<file path="src/rtl/bcd_to_binary_seq.sv">
// Sequential 4-digit BCD to 16-bit binary converter (reverse double-dabble).
// One bit is shifted out per clock; 16 iterations per conversion, with an early exit for bad digits.
module bcd_to_binary_seq #(
  parameter bit CHECK_DIGITS = 1'b1
) (
  input  logic        clk,
  input  logic        rst_n,
  input  logic        start,
  input  logic [3:0]  D4,
  input  logic [3:0]  hundreds,
  input  logic [3:0]  tens,
  input  logic [3:0]  ones,
  output logic        busy,
  output logic        done,
  output logic        err,
  output logic [15:0] binary
);

  // state   | meaning
  // S_IDLE  | waiting for start
  // S_LOAD  | invalid digit seen at accept, reporting the error next edge
  // S_SHIFT | shifting and correcting, 16 iterations
  // S_DONE  | one-cycle done pulse; a new start may be accepted here
  typedef enum logic [1:0] {S_IDLE, S_LOAD, S_SHIFT, S_DONE} state_t;

  state_t      r_state;
  state_t      w_next;
  logic [31:0] r_work;
  logic [4:0]  r_cnt;
  logic        r_err;
  logic [15:0] r_binary;

  logic        w_accept;
  logic        w_invalid;
  logic        w_last;
  logic [31:0] w_shift;
  logic [31:0] w_corr;

  assign w_accept  = start && ((r_state == S_IDLE) || (r_state == S_DONE));
  assign w_invalid = CHECK_DIGITS && ((D4 > 4'd9) || (hundreds > 4'd9) ||
                                      (tens > 4'd9) || (ones > 4'd9));
  assign w_last    = (r_cnt == 5'd15);
  assign w_shift   = r_work >> 1;

  // Nibbles are corrected independently; no borrow crosses a digit boundary.
  always_comb begin
    w_corr = w_shift;
    for (int i = 0; i < 4; i++) begin
      if (w_shift[16+4*i +: 4] >= 4'd8)
        w_corr[16+4*i +: 4] = w_shift[16+4*i +: 4] - 4'd3;
    end
  end

  always_comb begin
    w_next = r_state;
    case (r_state)
      S_IDLE:  if (start) w_next = w_invalid ? S_LOAD : S_SHIFT;
      S_LOAD:  w_next = S_DONE;
      S_SHIFT: if (w_last) w_next = S_DONE;
      S_DONE:  begin
        if (start) w_next = w_invalid ? S_LOAD : S_SHIFT;
        else       w_next = S_IDLE;
      end
      default: w_next = S_IDLE;
    endcase
  end

  always_ff @(posedge clk or negedge rst_n) begin
    if (!rst_n) r_state <= S_IDLE;
    else        r_state <= w_next;
  end

  always_ff @(posedge clk or negedge rst_n) begin
    if (!rst_n) begin
      r_work   <= '0;
      r_cnt    <= '0;
      r_err    <= 1'b0;
      r_binary <= '0;
    end else if (w_accept) begin
      r_work <= {D4, hundreds, tens, ones, 16'h0000};
      r_cnt  <= '0;
      r_err  <= 1'b0;
    end else if (r_state == S_SHIFT) begin
      r_work <= w_corr;
      r_cnt  <= r_cnt + 5'd1;
      if (w_last) r_binary <= w_corr[15:0];
    end else if (r_state == S_LOAD) begin
      r_binary <= '0;
      r_err    <= 1'b1;
    end
  end

  assign busy   = (r_state == S_SHIFT) || (r_state == S_LOAD);
  assign done   = (r_state == S_DONE);
  assign err    = r_err;
  assign binary = r_binary;

endmodule

</file>
<file path="config.mk">
export PLATFORM = sky130hd
export DESIGN_NAME = bcd_to_binary_seq
export DESIGN_NICKNAME = d
export VERILOG_FILES = /design/src/rtl/bcd_to_binary_seq.sv
export SDC_FILE = /design/constraint.sdc
export NUM_CORES = 1
export LEC_CHECK = 0
export ABC_AREA = 1
export BUFFER_PORTS_ARGS = -buffer_cell sky130_fd_sc_hd__buf_2
export CORE_UTILIZATION = 43
export CTS_CLUSTER_SIZE = 14
export DETAILED_ROUTE_END_ITERATION = 7
export PLACE_DENSITY = 0.64
export SYNTH_ARGS = -nofsm -noshare
export SYNTH_HDL_FRONTEND = slang
export SYNTH_SLANG_ARGS = --single-unit
export TNS_END_PERCENT = 100
</file>
<file path="constraint.sdc">
create_clock -name clk -period 5 [get_ports clk]
set_clock_uncertainty 0.2 [all_clocks]
set_input_delay 0.5 -clock clk [delete_from_list [all_inputs] [get_ports clk]]
set_output_delay 0.5 -clock clk [all_outputs]
set_load 0.02 [all_outputs]
</file>
==> results of run 1 <==
-- final cells by class --
type / count / area, um^2 / area share (%)
multi-input combinational: 186 / 1010 / 35.0
clock buffer: 5 / 68.8 / 2.38
sequential: 55 / 1380 / 47.7
inverter: 32 / 120 / 4.16
clock inverter: 3 / 27.5 / 0.954
tap: 72 / 90.1 / 3.12
timing repair buffer: 38 / 193 / 6.68
-- flip-flops by register name, indices dropped and copies added (netlist names) --
signal	cells
binary	16
err	1
r_cnt	5
r_state	2
r_work	31
-- cell usage in the layout, fill, tap and decap left out, types with 2 or more instances in the layout --
master | Yosys | final
nor2_1 | 32 | 32
inv_1 | 29 | 29
xnor2_1 | 3 | 3
o21ai_0 | 13 | 13
buf_2 | 9 | 37
xor2_1 | 2 | 2
a31oi_1 | 2 | 2
clkbuf_8 | 0 | 5
nand3_1 | 3 | 3
o221ai_1 | 9 | 9
ha_1 | 13 | 13
inv_2 | 3 | 3
nand2_1 | 58 | 58
o211ai_1 | 4 | 4
o22ai_1 | 2 | 2
nand2_2 | 2 | 2
dfrtp_1 | 55 | 55
a21oi_1 | 36 | 36
-- worst max path at each step --
stage / from / end / slack (ns) / cells after the start
2_1_floorplan: r_state[0]$_DFFE_PN0P_ / r_work[21]$_DFFE_PN0P_ / 3.15 / 7
3_3_place_gp: r_state[0]$_DFFE_PN0P_ / binary[14]$_DFFE_PN0P_ / 2.25 / 6
3_5_place_dp: r_state[0]$_DFFE_PN0P_ / binary[5]$_DFFE_PN0P_ / 2.12 / 6
4_1_cts: r_state[0]$_DFFE_PN0P_ / binary[5]$_DFFE_PN0P_ / 2.11 / 6
5_1_grt: r_state[0]$_DFFE_PN0P_ / binary[10]$_DFFE_PN0P_ / 1.83 / 7
6_report: r_state[0]$_DFFE_PN0P_ / binary[5]$_DFFE_PN0P_ / 2.15 / 6
-- layer usage --
layer  vias up  wire length (um)  global-route usage (%)  part of all wire, %
li1        993                 -                       -                    -
met5         -                 0                       0                    0
met4         0                72                    6.00                  1.4
met1       914              2480                    24.0                   50
met2        28              2280                    29.2                   46
met3         6               135                    3.77                  2.7
-- critical path: cells and delay by family (launching register included) --
kind	cells	cell delay [ns]
AO/OA/AOI/OAI	1	0.16
AND/OR/NAND/NOR	2	0.92
adder cells (fa/ha/maj)	1	0.47
buffers and inverters	2	0.51
flip-flops	1	0.41
-- power by group through the flow --
| stage | Sequential, mW | Clock [mW] | Combinational, mW |
|---|---|---|---|
| 2_1_floorplan | 0.779 | 0 | 0.643 |
| 3_3_place_gp | 0.714 | 0 | 0.884 |
| 3_5_place_dp | 0.717 | 0 | 0.908 |
| 4_1_cts | 0.708 | 0.270 | 0.909 |
| 5_1_grt | 0.727 | 0.284 | 1.02 |
| 6_report | 0.707 | 0.262 | 0.894 |
-- cell families (layout without fill, tap and decap cells) --
group | Yosys count | count (layout) | share of synthesized area [%]
compound gates | 70 | 70 | 16.1
flops | 55 | 55 | 53.4
xor+xnor | 5 | 5 | 1.70
buf+inv | 44 | 78 | 7.29
fa+ha+maj | 13 | 13 | 6.32
simple gates | 98 | 98 | 15.1
==> impl_metrics.toml, run 1 <==
[run_status]
status = "finished clean"

[yosys]
synth-edff-count = 0
synth_most_common_cell = "nand2_1"
syn_area_per_cell_um2 = 9.03
async_flop_share_pct = 100
syn_area_um2 = 2570
synth_ff_type = "dfrtp_1"
ys_seq_area_share_pct = 53.4
synthCells = 285
synth_seq_cells = 55
yosys-top-cells-count = "nand2_1 (58), dfrtp_1 (55), a21oi_1 (36), nor2_1 (32), inv_1 (29)"
synth.yosys.warnings = 0
synth_nets = 317
yosysTopAreaCellShare_pct = 53.4
yosys.area.top_type = "dfrtp_1"
ys_types = 25
yosys-top-cells-area = "dfrtp_1 (53%), nand2_1 (8.5%), a21oi_1 (7.0%)"

[finish]
diodes = 0
finalNonFillerCells = 391
area_delta_synth_final_pct = 12.1
fin_util_pct = 51.2
layout-drive-gt1-share_pct = 16.9
nets = 350
final_area_um2 = 2890
fill_cells = 542

[placement]
gp_congestion = 0.824
placed_cell_area_um2 = 2790
dp_cells = 383
hpwl_um = 3410
io_buffers = 37
pre_cts_ws_ns = 2.12

[grt]
grt_start_max_net_pins = 56
grt_pass1_vias = 1888
grt.total_usage_pct = 18.0
grt_pass1_wl_um = 8710
overflow = 0
antenna_found_initial = 0

[clock_tree]
cts_tree = "built"
clk_transition_reported_paths_ns = 0.11
clkLatencyLatePin_ns = 0.31
holdBufCountCts = 0
cts_setup_buffers = 0
cts_max_path_buffers = 2
cts_buffers = 5
cts_root_buf = "clkbuf_8"
cts.sinks = 55
cts_resized = 0
cts.htree.levels = 2

[drt]
wl_per_cell_um = 12.7
wl_um = 4970
ant_nets = 0
via_per_inst = 4.96
firstDrtPassIters = 4
drc = 0
via_count = 1941
drt_iter0_markers = 139

[critical_path]
cp.arrival_ns = 2.80
cp-end-kind = "flop"
worst-path-max-fanout = 31
slowest_delay_ns = 0.81
slowest_stage = "nor2_2"
cp-start-kind = "flop"
crit_type = "reg -> reg"
timing.rr.end = "binary[5]$_DFFE_PN0P_"
reg2reg_slack_ns = 2.15
rr_startpoint = "r_state[0]$_DFFE_PN0P_"
worstPathRequired_ns = 4.95
r2r_cells = 6
path_cells = "inv_1, ha_1, inv_2, nor2_1, nor2_2, a21oi_1"

[sta]
tightest_slew_ns = 1.05
slew_violations = 0
fmax_mhz = 351
fin_crit_ns = 2.85
hold_slack_ns = 0.105
fin_ws_ns = 2.15
rsz0062_at_grt = "false"
fin_crit_sh_pct = 57.0
hold_violations = 0
timing.slew.headroom_pct = 29.9
finalSetupViolations = 0
setup_tns_ns = 0

[power_and_ir_drop]
p_int_mw = 1.01
p_leak_nw = 1.43
ir_worst_vdd_uv = 404
power_mw = 1.86
power.density_nw_per_um2 = 645
pwr-share-clk_pct = 14.0
p_switching_mw = 0.850
sw_frac_of_total_pct = 45.7
comb_power_share_pct = 48.0
seqPwrFrac_pct = 38.0

[min_path]
hold_path.class = "in -> async"

[floorplanning]
std_cell_rows = 27
die_area_um2 = 6300
die_h_um = 79.4
coreArea_um2 = 5640
start_util_pct = 45.6
fp.dieW_um = 79.4
ioPinCount = 38

[job]
drv_cap = 0
Note: power is estimated with default switching activity, not from simulation.
==> run 2, diff against run 1 <==
- clock period: 5 -> 2.7 ns (I/O delays scaled with it)
==> run 2 against run 1 <==
Compared with the run above: sequential share of layout area fell by 2.3 points; critical path depth is 2 higher; clock power up 82%; routed wire length grew 4.6%; clock-buffer cell count unchanged; hold slack lost 0.099 ns; register-to-register slack got worse by 1.5 ns; critical endpoint is now r_work[27]$_DFFE_PN0P_; largest power group unchanged.
==> impl_metrics.toml, run 2 (synthesis gave the netlist of run 1 again) <==
[clock_tree]
cts_setup_buffers = 0
cts_buffers = 5
cts.htree.levels = 2
cts_max_path_buffers = 2
cts_root_buf = "clkbuf_8"
clkLatencyLatePin_ns = 0.31
cts.sinks = 55
cts_tree = "built"
cts_resized = 0
clk_transition_reported_paths_ns = 0.10

[sta]
hold_violations = 0
fin_crit_ns = 2.04
slew_violations = 0
tightest_slew_ns = 0.550
timing.slew.headroom_pct = 63.4
finalSetupViolations = 0
rsz0062_at_grt = "false"
setup_tns_ns = 0
fmax_mhz = 491
fin_crit_sh_pct = 75.5
fin_ws_ns = 0.662

[floorplanning]
die_area_um2 = 6300
die_h_um = 79.4
std_cell_rows = 27
ioPinCount = 38
start_util_pct = 45.6
coreArea_um2 = 5640
fp.dieW_um = 79.4

[placement]
hpwl_um = 3470
pre_cts_ws_ns = 0.682
io_buffers = 37
placed_cell_area_um2 = 2810
gp_congestion = 0.802

[drt]
drc = 0
ant_nets = 0
via_per_inst = 5.05
drt_iter0_markers = 130
wl_um = 5200
wl_per_cell_um = 12.8
via_count = 2056
firstDrtPassIters = 4

[critical_path]
cp.arrival_ns = 2.02
cp-end-kind = "flop"
cp-start-kind = "flop"
crit_type = "reg -> reg"
worstPathRequired_ns = 2.68
worst-path-max-fanout = 15

[grt]
overflow = 0
grt_pass1_wl_um = 9090
grt_pass1_vias = 1983
grt.total_usage_pct = 18.6
antenna_found_initial = 0
grt_start_max_net_pins = 32

[finish]
fin_util_pct = 53.8
final_common_cell = "nand2_1"
final_area_um2 = 3040
seq_area_um2 = 1380
multiInputGateArea_um2 = 1010
mostFrequentLayoutCells = "nand2_1 (58), dfrtp_1 (55), buf_2 (37), a21oi_1 (36), nor2_1 (32)"
diodes = 0
largest_register = "r_work"
area_delta_synth_final_pct = 17.9
fill_cells = 519
largest_reg_flops = 31
layout-drive-gt1-share_pct = 17.0
nets = 366

[job]
drv_cap = 0

[min_path]
hold_path.class = "in -> reg"

[power_and_ir_drop]
ir_worst_vdd_uv = 871
power.density_nw_per_um2 = 1150
p_leak_nw = 1.49

[run_status]
status = "finished clean"
[run 2: cell count changes in the layout (fill, tap and decap cells not counted), sizes merged]
cell,delta
buf,+3
clkinv,-1
clkinvlp,+1
dlygate4sd3,+13
[run 2: where the power goes]
group          internal [mW]  switching [mW]  leakage (nW)
combinational          0.592            1.12         0.744
sequential              1.12           0.186         0.709
clock                  0.186           0.290        0.0408
total                   1.90            1.60          1.49
[run 2: per-layer routing]
metal  vias up  global-route usage [%]  part of all wire (%)
met5         -                       0                     0
met3         8                    4.11                   3.8
met4         0                    6.18                   1.3
met1       976                    26.1                    50
li1       1027                       -                     -
met2        45                    28.5                    45
[run 2: critical path, cell delays in order (launching register included)]
cell and delay, ns:
dfrtp_1 0.43, inv_1 0.10, ha_1 0.31, inv_1 0.17, nand2_4 0.13, nand2_2 0.27
inv_1 0.11, nand3_1 0.09, o221ai_1 0.11
[run 2: timing repair]
item / CTS / global route
endpoints found under the setup margin: 0 / 0
endpoints found under the hold margin: 34 / 0
hold buffers: 13 / 0
[run 2: worst paths after layout]
| kind | from | end | slack, ns | cells past startpoint |
|---|---|---|---|---|
| max in group asynchronous | rst_n | binary[2]$_DFFE_PN0P_ | 1.38 | 3 |
| min in group asynchronous | rst_n | r_work[15]$_DFFE_PN0P_ | 0.27 | 2 |
| max reg2reg | r_state[0]$_DFFE_PN0P_ | r_work[27]$_DFFE_PN0P_ | 0.66 | 8 |
| min | ones[2] | r_work[18]$_DFFE_PN0P_ | 0.006 | 3 |
| min reg2reg | r_work[1]$_DFFE_PN0P_ | binary[0]$_DFFE_PN0P_ | 0.31 | 2 |
| max | r_state[0]$_DFFE_PN0P_ | r_work[27]$_DFFE_PN0P_ | 0.66 | 8 |
[run 2: metrics by stage]
stage          std cells  hold slack, ns  total power [mW]
2_1_floorplan        285          -0.226              2.63
3_3_place_gp         386           0.101              3.00
3_5_place_dp         386          0.0879              3.03
4_1_cts              407        0.000637              3.52
5_1_grt              407         0.00795              3.80
6_report             407         0.00618              3.50
[run 2: cell type report]
cell class | instances | share of cell area [%]
Multi-Input combinational cell | 186 | 33.3
Clock inverter | 3 | 0.783
Inverter | 32 | 3.96
Timing Repair Buffer | 54 | 11.4
Clock buffer | 5 | 2.27
Tap cell | 72 | 2.97
Sequential cell | 55 | 45.3
==> run 3, diff against run 2 <==
- ABC_AREA: 1 -> 0
- PLACE_DENSITY: 0.64 -> 0.66
- clock period: 2.7 -> 1.8 ns (I/O delays scaled with it)
==> run 3 against run 2 <==
Compared with the run above: combinational power increased by 33%; final cell count unchanged; non-clock buffer count increased by 14; final area increased by 8.3%; register-to-register slack got worse by 0.62 ns; die area increased by 0.57%; sequential power increased by 35%; utilization increased by 4.5 points; hold slack improved by 0.12 ns; clock power increased by 100%; setup slack got worse by 0.62 ns; critical path type unchanged; highest routed layer unchanged.
==> impl_metrics.toml, run 3 <==
[run_status]
status = "finished clean"

[sta]
fin_crit_sh_pct = 97.8
hold_violations = 0
finalSetupViolations = 0
fin_crit_ns = 1.76
tightest_slew_ns = 0.425
slew_violations = 0
rsz0062_at_grt = "true"
timing.slew.headroom_pct = 71.7
fmax_mhz = 568
hold_slack_ns = 0.127

[clock_tree]
clk_transition_reported_paths_ns = 0.10
clkLatencyLatePin_ns = 0.31
cts_buffers = 5
cts.htree.levels = 2
cts.sinks = 55
cts_tree = "built"
cts_max_path_buffers = 2
cts_root_buf = "clkbuf_8"

[power_and_ir_drop]
power.density_nw_per_um2 = 1520
p_int_mw = 3.07
p_leak_nw = 1.54
comb_power_share_pct = 45.5
seqPwrFrac_pct = 35.4
p_switching_mw = 1.92
power_mw = 4.99
ir_worst_vdd_uv = 1210
sw_frac_of_total_pct = 38.5
pwr-share-clk_pct = 19.1

[floorplanning]
coreArea_um2 = 5640
start_util_pct = 45.9
ioPinCount = 38
die_area_um2 = 6340
fp.dieW_um = 79.6
std_cell_rows = 27
die_h_um = 79.6

[drt]
drt_iter0_markers = 88
wl_um = 5150
firstDrtPassIters = 4
via_count = 2042
drc = 0
via_per_inst = 5.02
ant_nets = 0
wl_per_cell_um = 12.6

[grt]
grt_pass1_vias = 2029
overflow = 0
grt_start_max_net_pins = 41
grt_pass1_wl_um = 8930
antenna_found_initial = 0
grt.total_usage_pct = 18.3

[yosys]
async_flop_share_pct = 100
synth_nets = 306
synth_ff_type = "dfrtp_1"
synth_most_common_cell = "nand2_1"
yosys-top-cells-area = "dfrtp_1 (53%), nand2_1 (9.6%), o21ai_0 (7.1%)"
yosysTopAreaCellShare_pct = 53.1
ys_types = 28
ys_seq_area_share_pct = 53.1
syn_area_um2 = 2590
synth.yosys.warnings = 0
yosys.area.top_type = "dfrtp_1"
synth-edff-count = 0
yosys-top-cells-count = "nand2_1 (66), dfrtp_1 (55), o21ai_0 (37), a21oi_1 (24), ha_1 (13)"
synth_seq_cells = 55
synthCells = 274
syn_area_per_cell_um2 = 9.45

[placement]
hpwl_um = 3390
dp_cells = 377
placed_cell_area_um2 = 2920
gp_congestion = 0.755
io_buffers = 37

[critical_path]
worstPathRequired_ns = 1.85
cp-end-kind = "flop"
crit_type = "reg -> reg"
cp.arrival_ns = 1.81
cp-start-kind = "flop"
worst-path-max-fanout = 2

[finish]
final_area_um2 = 3290
area_delta_synth_final_pct = 27.0
largest_register = "r_work"
diodes = 0
layout-drive-gt1-share_pct = 20.9
mostFrequentLayoutCells = "nand2_1 (66), dfrtp_1 (55), o21ai_0 (37), buf_2 (37), a21oi_1 (24)"
nets = 366
final_common_cell = "nand2_1"
largest_reg_flops = 31
finalNonFillerCells = 407

[min_path]
hold_path.class = "in -> async"

[job]
drv_cap = 0
==> run 3: cell count changes in the layout (fill, tap and decap cells not counted), sizes merged, moves of 9 or more <==
| cell | previous run | this run |
|---|---|---|
| inv | 33 | 10 |
| buf | 41 | 51 |
| o21ai | 13 | 40 |
| o221ai | 9 | 0 |
| a21oi | 36 | 24 |
| mux2i | 0 | 10 |
| nor2 | 33 | 11 |
==> run 3: cell families (layout without fill, tap and decap cells) <==
| group | Yosys count | in the layout | share of synthesized area, % |
|---|---|---|---|
| AND/OR/NAND/NOR | 93 | 93 | 15.5 |
| multiplexers | 10 | 10 | 3.86 |
| flip-flops | 55 | 55 | 53.1 |
| buffers and inverters | 25 | 86 | 4.35 |
| AO/OA/AOI/OAI | 69 | 69 | 13.9 |
| adder cells (fa/ha/maj) | 13 | 13 | 6.28 |
| XOR/XNOR | 9 | 9 | 3.04 |
==> run 3: what timing repair did <==
action,4_1_cts,5_1_grt
pin swaps,2,3
hold endpoints to repair,71,0
setup endpoints to repair,3,20
resized for setup,7,1
buffers inserted,2,3
hold buffers,17,0
==> run 3: worst max-delay path, cell delays in order (launching register included) <==
cell and delay, ns:
dfrtp_1 0.37, ha_2 0.18, and3_4 0.18, ha_4 0.14
nor2b_4 0.04, or4b_4 0.52, nand3_2 0.07
==> run 3: worst paths after layout <==
kind,startpoint,endpoint,slack (ns),cells after the start
worst max register to register,r_cnt[1]$_DFFE_PN0P_,r_state[0]$_DFFE_PN0P_,0.04,6
worst min-delay path,rst_n,binary[1]$_DFFE_PN0P_,0.13,2
max in group asynchronous,rst_n,r_work[26]$_DFFE_PN0P_,0.73,3
worst min register to register,binary[12]$_DFFE_PN0P_,binary[12]$_DFFE_PN0P_,0.28,2
min in group clk,start,r_state[0]$_DFFE_PN0P_,0.13,5
worst max-delay path,r_cnt[1]$_DFFE_PN0P_,r_state[0]$_DFFE_PN0P_,0.04,6
==> run 3: through the flow <==
step / worst slack, ns / util [%] / setup TNS (ns)
floorplan: 0.0240 / - / 0
global placement: 0.0388 / 51.7 / 0
detailed placement: -0.0150 / 51.7 / -0.0299
CTS: 0.00101 / 57.8 / 0
global route: -0.0275 / 58.3 / -0.0892
finish: 0.0393 / 58.3 / 0
==> run 3: cell type report <==
cell class | instances | area [um^2]
Clock buffer | 6 | 72.6
Clock inverter | 2 | 60.1
Fill cell | 495 | 2350
Inverter | 10 | 37.5
Multi-Input combinational cell | 194 | 1140
Sequential cell | 55 | 1380
Tap cell | 72 | 90.1
Timing Repair Buffer | 68 | 510
==> run 3: routing by layer <==
metal / global-route usage, % / wire length (um) / vias up
met2: 31.3 / 2480 / 36
li1: - / - / 1030
met1: 23.0 / 2460 / 969
met4: 7.09 / 70 / 0
met3: 3.09 / 139 / 7
met5: 0 / 0 / -
==> run 3: power groups by stage <==
| stage | combinational, mW | clock [mW] | sequential (mW) |
|---|---|---|---|
| after global placement | 2.09 | 0 | 1.78 |
| final | 2.27 | 0.955 | 1.77 |
| after global routing | 2.55 | 1.03 | 1.80 |
| after CTS | 2.26 | 0.985 | 1.76 |
| after floorplan | 1.50 | 0 | 1.79 |
| after detailed placement | 2.15 | 0 | 1.79 |
